--- src/rtl/hazard_control_unit_if.sv ---
// Bundle between the pipeline and the hazard control unit: instruction
// registers and memory handshake in, per-stage stall/flush controls out.
interface hazard_control_unit_if #(
  parameter int unsigned CNT_W = 16
);
  logic [31:0]      if_id_ir;
  logic [31:0]      id_ex_ir;
  logic             branch_taken;
  logic             dmem_req;
  logic             dmem_ready;
  logic             stall_if;
  logic             stall_id;
  logic             stall_ex;
  logic             stall_mem;
  logic             flush_id;
  logic             flush_ex;
  logic             bubble_wb;
  logic [1:0]       fsm_state;
  logic [CNT_W-1:0] stall_cycles;
  logic             mem_timeout;

  // The pipeline side drives instructions and the memory handshake.
  modport master (
    output if_id_ir, id_ex_ir, branch_taken, dmem_req, dmem_ready,
    input  stall_if, stall_id, stall_ex, stall_mem, flush_id, flush_ex,
           bubble_wb, fsm_state, stall_cycles, mem_timeout
  );

  modport slave (
    input  if_id_ir, id_ex_ir, branch_taken, dmem_req, dmem_ready,
    output stall_if, stall_id, stall_ex, stall_mem, flush_id, flush_ex,
           bubble_wb, fsm_state, stall_cycles, mem_timeout
  );
endinterface

--- src/rtl/hazard_control_unit.sv ---
// Interlock controller for the 5-stage RV32I pipeline: load-use stalls,
// branch flushes, data-memory wait freezes and a memory timeout trap.
module hazard_control_unit #(
  parameter int unsigned TIMEOUT = 255,
  parameter int unsigned CNT_W   = 16
) (
  input  logic                  clk,
  input  logic                  rst,
  hazard_control_unit_if.slave  bus
);

  typedef enum logic [1:0] {
    ST_RUN      = 2'd0,
    ST_MEM_WAIT = 2'd1,
    ST_ERROR    = 2'd2,
    ST_UNUSED   = 2'd3
  } state_t;

  localparam logic [6:0]  OP_LOAD   = 7'b0000011;
  localparam logic [6:0]  OP_OPIMM  = 7'b0010011;
  localparam logic [6:0]  OP_STORE  = 7'b0100011;
  localparam logic [6:0]  OP_OP     = 7'b0110011;
  localparam logic [6:0]  OP_BRANCH = 7'b1100011;
  localparam logic [6:0]  OP_JALR   = 7'b1100111;
  localparam logic [15:0] TIMEOUT_CNT = 16'(TIMEOUT);

  state_t           state;
  state_t           state_nxt;
  logic [15:0]      wait_cnt;
  logic [15:0]      wait_cnt_nxt;
  logic [CNT_W-1:0] stall_cnt;
  logic             timeout_q;

  logic [6:0] ex_op;
  logic [4:0] ex_rd;
  logic [6:0] id_op;
  logic [4:0] id_rs1;
  logic [4:0] id_rs2;
  logic       rs1_used;
  logic       rs2_used;
  logic       load_use;
  logic       freeze_req;

  logic stall_if;
  logic stall_id;
  logic stall_ex;
  logic stall_mem;
  logic flush_id;
  logic flush_ex;
  logic bubble_wb;

  logic unused_ir_bits;

  assign ex_op  = bus.id_ex_ir[6:0];
  assign ex_rd  = bus.id_ex_ir[11:7];
  assign id_op  = bus.if_id_ir[6:0];
  assign id_rs1 = bus.if_id_ir[19:15];
  assign id_rs2 = bus.if_id_ir[24:20];

  assign unused_ir_bits = ^{bus.id_ex_ir[31:12], bus.if_id_ir[31:25],
                            bus.if_id_ir[14:7]};

  // Only formats that really read a register field may trigger a stall, so
  // immediate bits of LUI/AUIPC/JAL that alias rs1/rs2 are ignored.
  always_comb begin
    rs1_used = 1'b0;
    rs2_used = 1'b0;
    case (id_op)
      OP_OP, OP_STORE, OP_BRANCH: begin
        rs1_used = 1'b1;
        rs2_used = 1'b1;
      end
      OP_OPIMM, OP_LOAD, OP_JALR: rs1_used = 1'b1;
      default: ;
    endcase
  end

  assign load_use = (ex_op == OP_LOAD) && (ex_rd != 5'd0) &&
                    ((rs1_used && (id_rs1 == ex_rd)) ||
                     (rs2_used && (id_rs2 == ex_rd)));

  assign freeze_req = bus.dmem_req && !bus.dmem_ready;

  always_ff @(posedge clk or posedge rst) begin
    if (rst) begin
      state    <= ST_RUN;
      wait_cnt <= '0;
    end else begin
      state    <= state_nxt;
      wait_cnt <= wait_cnt_nxt;
    end
  end

  // The wait counter includes the RUN cycle that first saw the miss, so
  // MEM_WAIT holds for at most TIMEOUT cycles before trapping.
  always_comb begin
    state_nxt    = state;
    wait_cnt_nxt = wait_cnt;
    case (state)
      ST_RUN: begin
        if (freeze_req) begin
          state_nxt    = ST_MEM_WAIT;
          wait_cnt_nxt = 16'd1;
        end
      end
      ST_MEM_WAIT: begin
        if (!bus.dmem_ready) begin
          if (wait_cnt == TIMEOUT_CNT) begin
            state_nxt = ST_ERROR;
          end else begin
            wait_cnt_nxt = wait_cnt + 16'd1;
          end
        end else begin
          state_nxt    = ST_RUN;
          wait_cnt_nxt = '0;
        end
      end
      ST_ERROR: state_nxt = ST_ERROR;
      default: begin
        state_nxt    = ST_RUN;
        wait_cnt_nxt = '0;
      end
    endcase
  end

  // A freeze outranks branch and load-use; a pending branch stays valid in
  // the held EX stage and is acted on once the freeze lifts.
  always_comb begin
    stall_if  = 1'b0;
    stall_id  = 1'b0;
    stall_ex  = 1'b0;
    stall_mem = 1'b0;
    flush_id  = 1'b0;
    flush_ex  = 1'b0;
    bubble_wb = 1'b0;
    if (!rst) begin
      if ((state == ST_ERROR) ||
          ((state == ST_RUN) && freeze_req) ||
          ((state == ST_MEM_WAIT) && !bus.dmem_ready)) begin
        stall_if  = 1'b1;
        stall_id  = 1'b1;
        stall_ex  = 1'b1;
        stall_mem = 1'b1;
        bubble_wb = 1'b1;
      end else if ((state == ST_RUN) || (state == ST_MEM_WAIT)) begin
        if (bus.branch_taken) begin
          flush_id = 1'b1;
          flush_ex = 1'b1;
        end else if (load_use) begin
          stall_if = 1'b1;
          flush_ex = 1'b1;
        end
      end
    end
  end

  always_ff @(posedge clk or posedge rst) begin
    if (rst) begin
      stall_cnt <= '0;
      timeout_q <= 1'b0;
    end else begin
      if (stall_if && (stall_cnt != {CNT_W{1'b1}})) begin
        stall_cnt <= stall_cnt + 1'b1;
      end
      if (state_nxt == ST_ERROR) begin
        timeout_q <= 1'b1;
      end
    end
  end

  assign bus.stall_if     = stall_if;
  assign bus.stall_id     = stall_id;
  assign bus.stall_ex     = stall_ex;
  assign bus.stall_mem    = stall_mem;
  assign bus.flush_id     = flush_id;
  assign bus.flush_ex     = flush_ex;
  assign bus.bubble_wb    = bubble_wb;
  assign bus.fsm_state    = state;
  assign bus.stall_cycles = stall_cnt;
  assign bus.mem_timeout  = timeout_q;

endmodule

--- src/flat_wrapper.sv ---
// flat-port wrapper written by rule: the top's interface ports become plain ports
module hazard_control_unit_flat 
#(
  parameter int unsigned TIMEOUT = 255,
  parameter int unsigned CNT_W   = 16
)
  (clk, rst, bus_if_id_ir, bus_id_ex_ir, bus_branch_taken, bus_dmem_req, bus_dmem_ready, bus_stall_if, bus_stall_id, bus_stall_ex, bus_stall_mem, bus_flush_id, bus_flush_ex, bus_bubble_wb, bus_fsm_state, bus_stall_cycles, bus_mem_timeout);
  hazard_control_unit_if #(.CNT_W(CNT_W)) bus_i ();
  input  logic clk;
  input  logic rst;
  input wire logic [$bits(bus_i.if_id_ir)-1:0] bus_if_id_ir;
  input wire logic [$bits(bus_i.id_ex_ir)-1:0] bus_id_ex_ir;
  input wire logic [$bits(bus_i.branch_taken)-1:0] bus_branch_taken;
  input wire logic [$bits(bus_i.dmem_req)-1:0] bus_dmem_req;
  input wire logic [$bits(bus_i.dmem_ready)-1:0] bus_dmem_ready;
  output wire logic [$bits(bus_i.stall_if)-1:0] bus_stall_if;
  output wire logic [$bits(bus_i.stall_id)-1:0] bus_stall_id;
  output wire logic [$bits(bus_i.stall_ex)-1:0] bus_stall_ex;
  output wire logic [$bits(bus_i.stall_mem)-1:0] bus_stall_mem;
  output wire logic [$bits(bus_i.flush_id)-1:0] bus_flush_id;
  output wire logic [$bits(bus_i.flush_ex)-1:0] bus_flush_ex;
  output wire logic [$bits(bus_i.bubble_wb)-1:0] bus_bubble_wb;
  output wire logic [$bits(bus_i.fsm_state)-1:0] bus_fsm_state;
  output wire logic [$bits(bus_i.stall_cycles)-1:0] bus_stall_cycles;
  output wire logic [$bits(bus_i.mem_timeout)-1:0] bus_mem_timeout;
  assign bus_i.if_id_ir = bus_if_id_ir;
  assign bus_i.id_ex_ir = bus_id_ex_ir;
  assign bus_i.branch_taken = bus_branch_taken;
  assign bus_i.dmem_req = bus_dmem_req;
  assign bus_i.dmem_ready = bus_dmem_ready;
  assign bus_stall_if = bus_i.stall_if;
  assign bus_stall_id = bus_i.stall_id;
  assign bus_stall_ex = bus_i.stall_ex;
  assign bus_stall_mem = bus_i.stall_mem;
  assign bus_flush_id = bus_i.flush_id;
  assign bus_flush_ex = bus_i.flush_ex;
  assign bus_bubble_wb = bus_i.bubble_wb;
  assign bus_fsm_state = bus_i.fsm_state;
  assign bus_stall_cycles = bus_i.stall_cycles;
  assign bus_mem_timeout = bus_i.mem_timeout;
  hazard_control_unit #(.TIMEOUT(TIMEOUT), .CNT_W(CNT_W)) u_core (.clk(clk), .rst(rst), .bus(bus_i));
endmodule
--- config.mk ---
export PLATFORM = sky130hd
export DESIGN_NAME = hazard_control_unit_flat
export DESIGN_NICKNAME = d
export VERILOG_FILES = /design/src/rtl/hazard_control_unit_if.sv /design/src/rtl/hazard_control_unit.sv /design/src/flat_wrapper.sv
export SDC_FILE = /design/constraint.sdc
export NUM_CORES = 1
export LEC_CHECK = 0
export BUFFER_PORTS_ARGS = -buffer_cell sky130_fd_sc_hd__buf_2
export CORE_MARGIN = 3
export CORE_UTILIZATION = 40
export DETAILED_ROUTE_END_ITERATION = 12
export GPL_TIMING_DRIVEN = 0
export PLACE_DENSITY = 0.79
export SYNTH_ARGS = -nofsm -noshare
export SYNTH_HDL_FRONTEND = slang
export SYNTH_SLANG_ARGS = --single-unit
--- constraint.sdc ---
create_clock -name clk -period 3.15 [get_ports clk]
set_clock_uncertainty 0.1 [all_clocks]
set_input_delay 0 -clock clk [delete_from_list [all_inputs] [get_ports clk]]
set_output_delay 0 -clock clk [all_outputs]
set_load 0.01 [all_outputs]
# Word-level counts from Yosys, hierarchy flattened
# Index checks and enable logic that the tools add are counted.
# word_totals
reg_bits	35
input_bits	69
output_inout_bits	26
elab_cells	66
# classes
addsub	2
eq_ne	16
muxes	25
bitwise	1
n_reduce_logical	18
# op_table
cell	n
16-bit 2-to-1 mux	3
16-bit case mux with 3 select lines	1
16-bit by 1-bit adder with 16-bit output (second input constant)	2
1-bit 2-to-1 mux	17
16-bit by 8-bit == test with 1-bit output (second input constant)	1
16-bit != test (second input constant)	1
7-bit by 2-bit == test with 1-bit output (second input constant)	2
7-bit by 6-bit == test with 1-bit output (second input constant)	2
7-bit == test (second input constant)	2
5-bit == test	2
1-bit logical AND	8
7-bit by 5-bit == test with 1-bit output (second input constant)	1
2-bit 2-to-1 mux	3
2-bit case mux with 3 select lines	1
6-bit OR reduction	1
5-bit nonzero test	1
2-bit == test (second input constant)	2
1-bit logical OR	4
3-bit != test (second input constant)	1
3-bit AND reduction	1
3-bit OR reduction	1
2-bit by 1-bit == test with 1-bit output (second input constant)	1
2-bit logical NOT	1
2-bit by 1-bit != test with 1-bit output (second input constant)	1
other kinds (2)	2

# Longest topological paths before layout
# depth
ltp_word	12
ltp_mapped	9
mapped_depth_nobuf	8

# Worst setup path before layout
# OpenSTA, ideal clock, no wires.
# synth_timing
path_kind	reg2reg
startpoint	register u_core.wait_cnt[0]
endpoint	register u_core.wait_cnt[10]
setup_ns	0.132
arrival_ns	2.092
required_ns	2.918
path_slack_ns	0.826
path_stages_with_launch	10
n_path_buf	1
synth_period_minus_slack_ns	2.324
path_cell_list	dfrtp_1 ha_1 and3_1 nand3_1 or4_4 o21ai_4 buf_6 nor3_1 xnor2_1 nor2_1
# synth_between
elab_chain_cells	4
elab_cells_between_ends	7
cone_classes	add/sub: 1; eq/ne: 2; mux: 3; reduce/logical: 1
# synth_rtl
item	line	rtl
start, declared	hazard_control_unit.sv:29	logic [15:0] wait_cnt;
start signal, assigned	hazard_control_unit.sv:90	wait_cnt <= wait_cnt_nxt;
16-bit by 1-bit adder with 16-bit output	hazard_control_unit.sv:111	wait_cnt_nxt = wait_cnt + 16'd1;
16-bit 2-to-1 mux	hazard_control_unit.sv:108	if (wait_cnt == TIMEOUT_CNT) begin
16-bit 2-to-1 mux	hazard_control_unit.sv:107	if (!bus.dmem_ready) begin
16-bit case mux with 3 select lines	hazard_control_unit.sv:99	case (state)
# Several ways; a longest one is shown, not always the timed one. The select of a mux whose other input is x is not followed.
# A chain may end at the register's enable or synchronous reset.

# Final worst setup path
# layout_timing
startpoint	register u_core.wait_cnt[0]
endpoint	register u_core.wait_cnt[14]
# Same word-level chain as after synthesis.

==> flow_summary.yaml <==
cts:
  cts.path.max_buffers: 2
  root_buffer: "clkbuf_8"
  htree_levels: 2
  post-cts-setup-buffer-count: 0
  clkSlewWorstSetupHoldPaths_ns: 0.07
  clock_latency_ns: 0.29
  cts_sinks: 35
  cts_tree: "yes"
  cts_made_buffers: 5
yosys:
  synth_edf_count: 0
  synthesis.area_sq_um: 2000
  synthArstFlopShare: 1.00
  synth_xor_area_frac: 0.144
  syn_inst: 212
  synth_cell_types: 40
  synth_seq_cells: 35
  yosysMostFrequentCell: "dfrtp_1"
  syn_area_per_cell_sq_um: 9.44
  yosysSeqAreaShare: 0.438
  post_synth_and_or_nand_nor_area_fraction: 0.275
  yosys-top-cells-area: "dfrtp_1, xnor2_1, xor2_1"
  synth.top_cell.area_share: 0.438
  yosysTopAreaCell: "dfrtp_1"
  synth_top_family_by_area: "simple AND/OR/NAND/NOR gates"
  yosys_warnings: 0
  synth_compound_area_frac: 0.0781
  synth_common_cells: "dfrtp_1, nor2_1, xnor2_1"
  synth_nets: 283
  synth_ff_type: "dfrtp_1"
  synth_mux_area_frac: 0.0163
  synth_fa_ha_area_frac: 0.0125
worst_setup_path:
  arrival_ns: 2.70
  crit_chain: "ha_1, and3_1, nand3_1, or4_4, o21ai_4, buf_6, nor3_1, xnor2_1, nor2_1"
  cp_slowest_stage_delay_ns: 0.63
  crit_required_ns: 3.22
  critPathKind: "register to register"
  critPathSlowestCell: "or4_4"
  worstPathMaxFanout: 10
  endpoint_kind: "register"
  start_kind: "register"
routing:
  wl_mm: 4.61
  wl_per_cell_um: 13.2
  final_antenna_net_count: 0
  dr.pass1.iters: 4
  vias_per_cell: 5.08
  drtIter0Drc: 113
  vias: 1772
  drcViolationCount: 0
floorplanning:
  die-area_sq_um: 5890
  die_y_um: 76.7
  core_area_sq_um: 4790
  ios: 95
  initial_core_util: 0.418
  row_count: 25
  die_x_um: 76.7
global_routing:
  grt_antenna_before_repair: 0
  track_usage: 0.163
  grt_first_pass_wirelength_mm: 7.78
  grt_start_max_net_pins: 36
  gr-total-overflow: 0
  first_global_vias: 1699
pwr:
  vdd_ir_drop_max_v: 0.000340
  powerDensity_nw_per_um2: 433
  fin_total_pwr_mw: 1.08
  p_leak_nw: 1.21
timing:
  fmax_ghz: 0.380
  maxSlewHeadroom: 0.509
  fin_crit_ns: 2.63
  hold_slack_ns: 0.212
  min_period_over_period: 0.836
  setup_viol: 0
  hold_viol: 0
  final.setup.tns_ns: 0
  tightest_slew_ns: 0.736
  slew_violations: 0
  grt_setup_unrepaired: "false"
cells_and_area:
  drive_above_1_share: 0.287
  antenna_cells: 0
  multiInputGateArea_sq_um: 1050
  postLayoutCellArea_sq_um: 2500
  finalNetCount: 352
  syn2layout_area_growth_pct: 24.7
  ff_latch_area_sq_um: 876
  fillers: 431
min_path:
  hp-class: "input port to register"
flow_run:
  maxCapViolCount: 0
place:
  io_buffers: 59
  dpl-instance-area_sq_um: 2380
  hpwl_mm: 3.45
  gp_congestion: 0.797
run_status:
  status: "completed"
[cell type report]
class | instances | share of cell area
multi-input cells | 163 | 0.422
flip-flops and latches | 35 | 0.351
repair buffers | 62 | 0.130
well taps | 67 | 0.0336
clock buffers | 6 | 0.0291
plain buffers | 7 | 0.0185
inverters | 7 | 0.0105
clock inverters | 2 | 0.00501
[routing by layer]
| metal | vias to the layer above | global-route usage | part of all wire |
|---|---|---|---|
| li1 | 877 | - | - |
| met1 | 844 | 0.210 | 0.45 |
| met2 | 43 | 0.263 | 0.49 |
| met3 | 8 | 0.0293 | 0.038 |
| met4 | 0 | 0.0779 | 0.014 |
| met5 | - | 0 | 0 |
[registers in the layout (all words and copies together), names as in the netlist]
| name | cells |
|---|---|
| u_core.bus.fsm_state | 2 |
| u_core.wait_cnt | 16 |
| u_core.bus.mem_timeout | 1 |
| u_core.bus.stall_cycles | 16 |
[path summary, 6_finish.rpt]
path / startpoint / end / slack (ns) / cells after the start
worst min register to register: u_core.bus.mem_timeout / u_core.bus.mem_timeout / 0.37 / 1
max in group asynchronous: rst / u_core.wait_cnt[8] / 2.15 / 3
min in group asynchronous: rst / u_core.bus.stall_cycles[15] / 0.33 / 3
worst min-delay path: bus_branch_taken / u_core.bus.stall_cycles[12] / 0.21 / 5
worst max register to register: u_core.wait_cnt[0] / u_core.wait_cnt[14] / 0.52 / 9
worst max-delay path: u_core.wait_cnt[0] / u_core.wait_cnt[14] / 0.52 / 9
[placed cells by master (no fill, tap or decap), types with 5 or more instances in the layout]
cell      instances
buf_2            60
a21oi_1           5
nand3_1           8
nor2_1           27
nor3_1            8
o21ai_0          10
dfrtp_1          35
nand2b_1          5
nand2_1          14
clkbuf_8          5
xor2_1           16
nor4_1            5
nand4_1           6
inv_1             6
xnor2_1          17
[per-stage QoR]
stage,utilization,worst slack (ns),instances
final,0.522,0.518,349
after global routing,0.522,0.280,349
after CTS,0.519,0.504,348
after detailed placement,0.498,0.525,338
after global placement,0.498,0.532,338
after floorplan,-,0.826,212
[what timing repair did]
action | 4_1_cts | 5_1_grt
setup endpoints to repair | 0 | 0
gates resized for setup | 0 | 0
hold buffers | 2 | 1
endpoints found under the hold margin | 3 | 35
[kinds of logic (layout without fill, tap and decap cells)]
group           Yosys count  count (layout)
buf+inv                  14              84
fa+ha+maj                 2               2
simple gates            101             101
compound gates           24              24
flops                    35              35
xor+xnor                 33              33
mux                       3               3
[power by group]
group,switching (mW),internal [mW]
clock network,0.168,0.154
registers,0.0464,0.490
logic,0.119,0.104
[critical path: cells and delay by family (launching register included)]
family	cells	cell delay (ns)
buffers and inverters	1	0.19
adders and majority gates	1	0.20
AOI/OAI and AO/OA	1	0.31
and+or+nand+nor	5	1.17
DFF	1	0.39
xor gates and xnor gates	1	0.15
(Power assumes the default switching activity.)
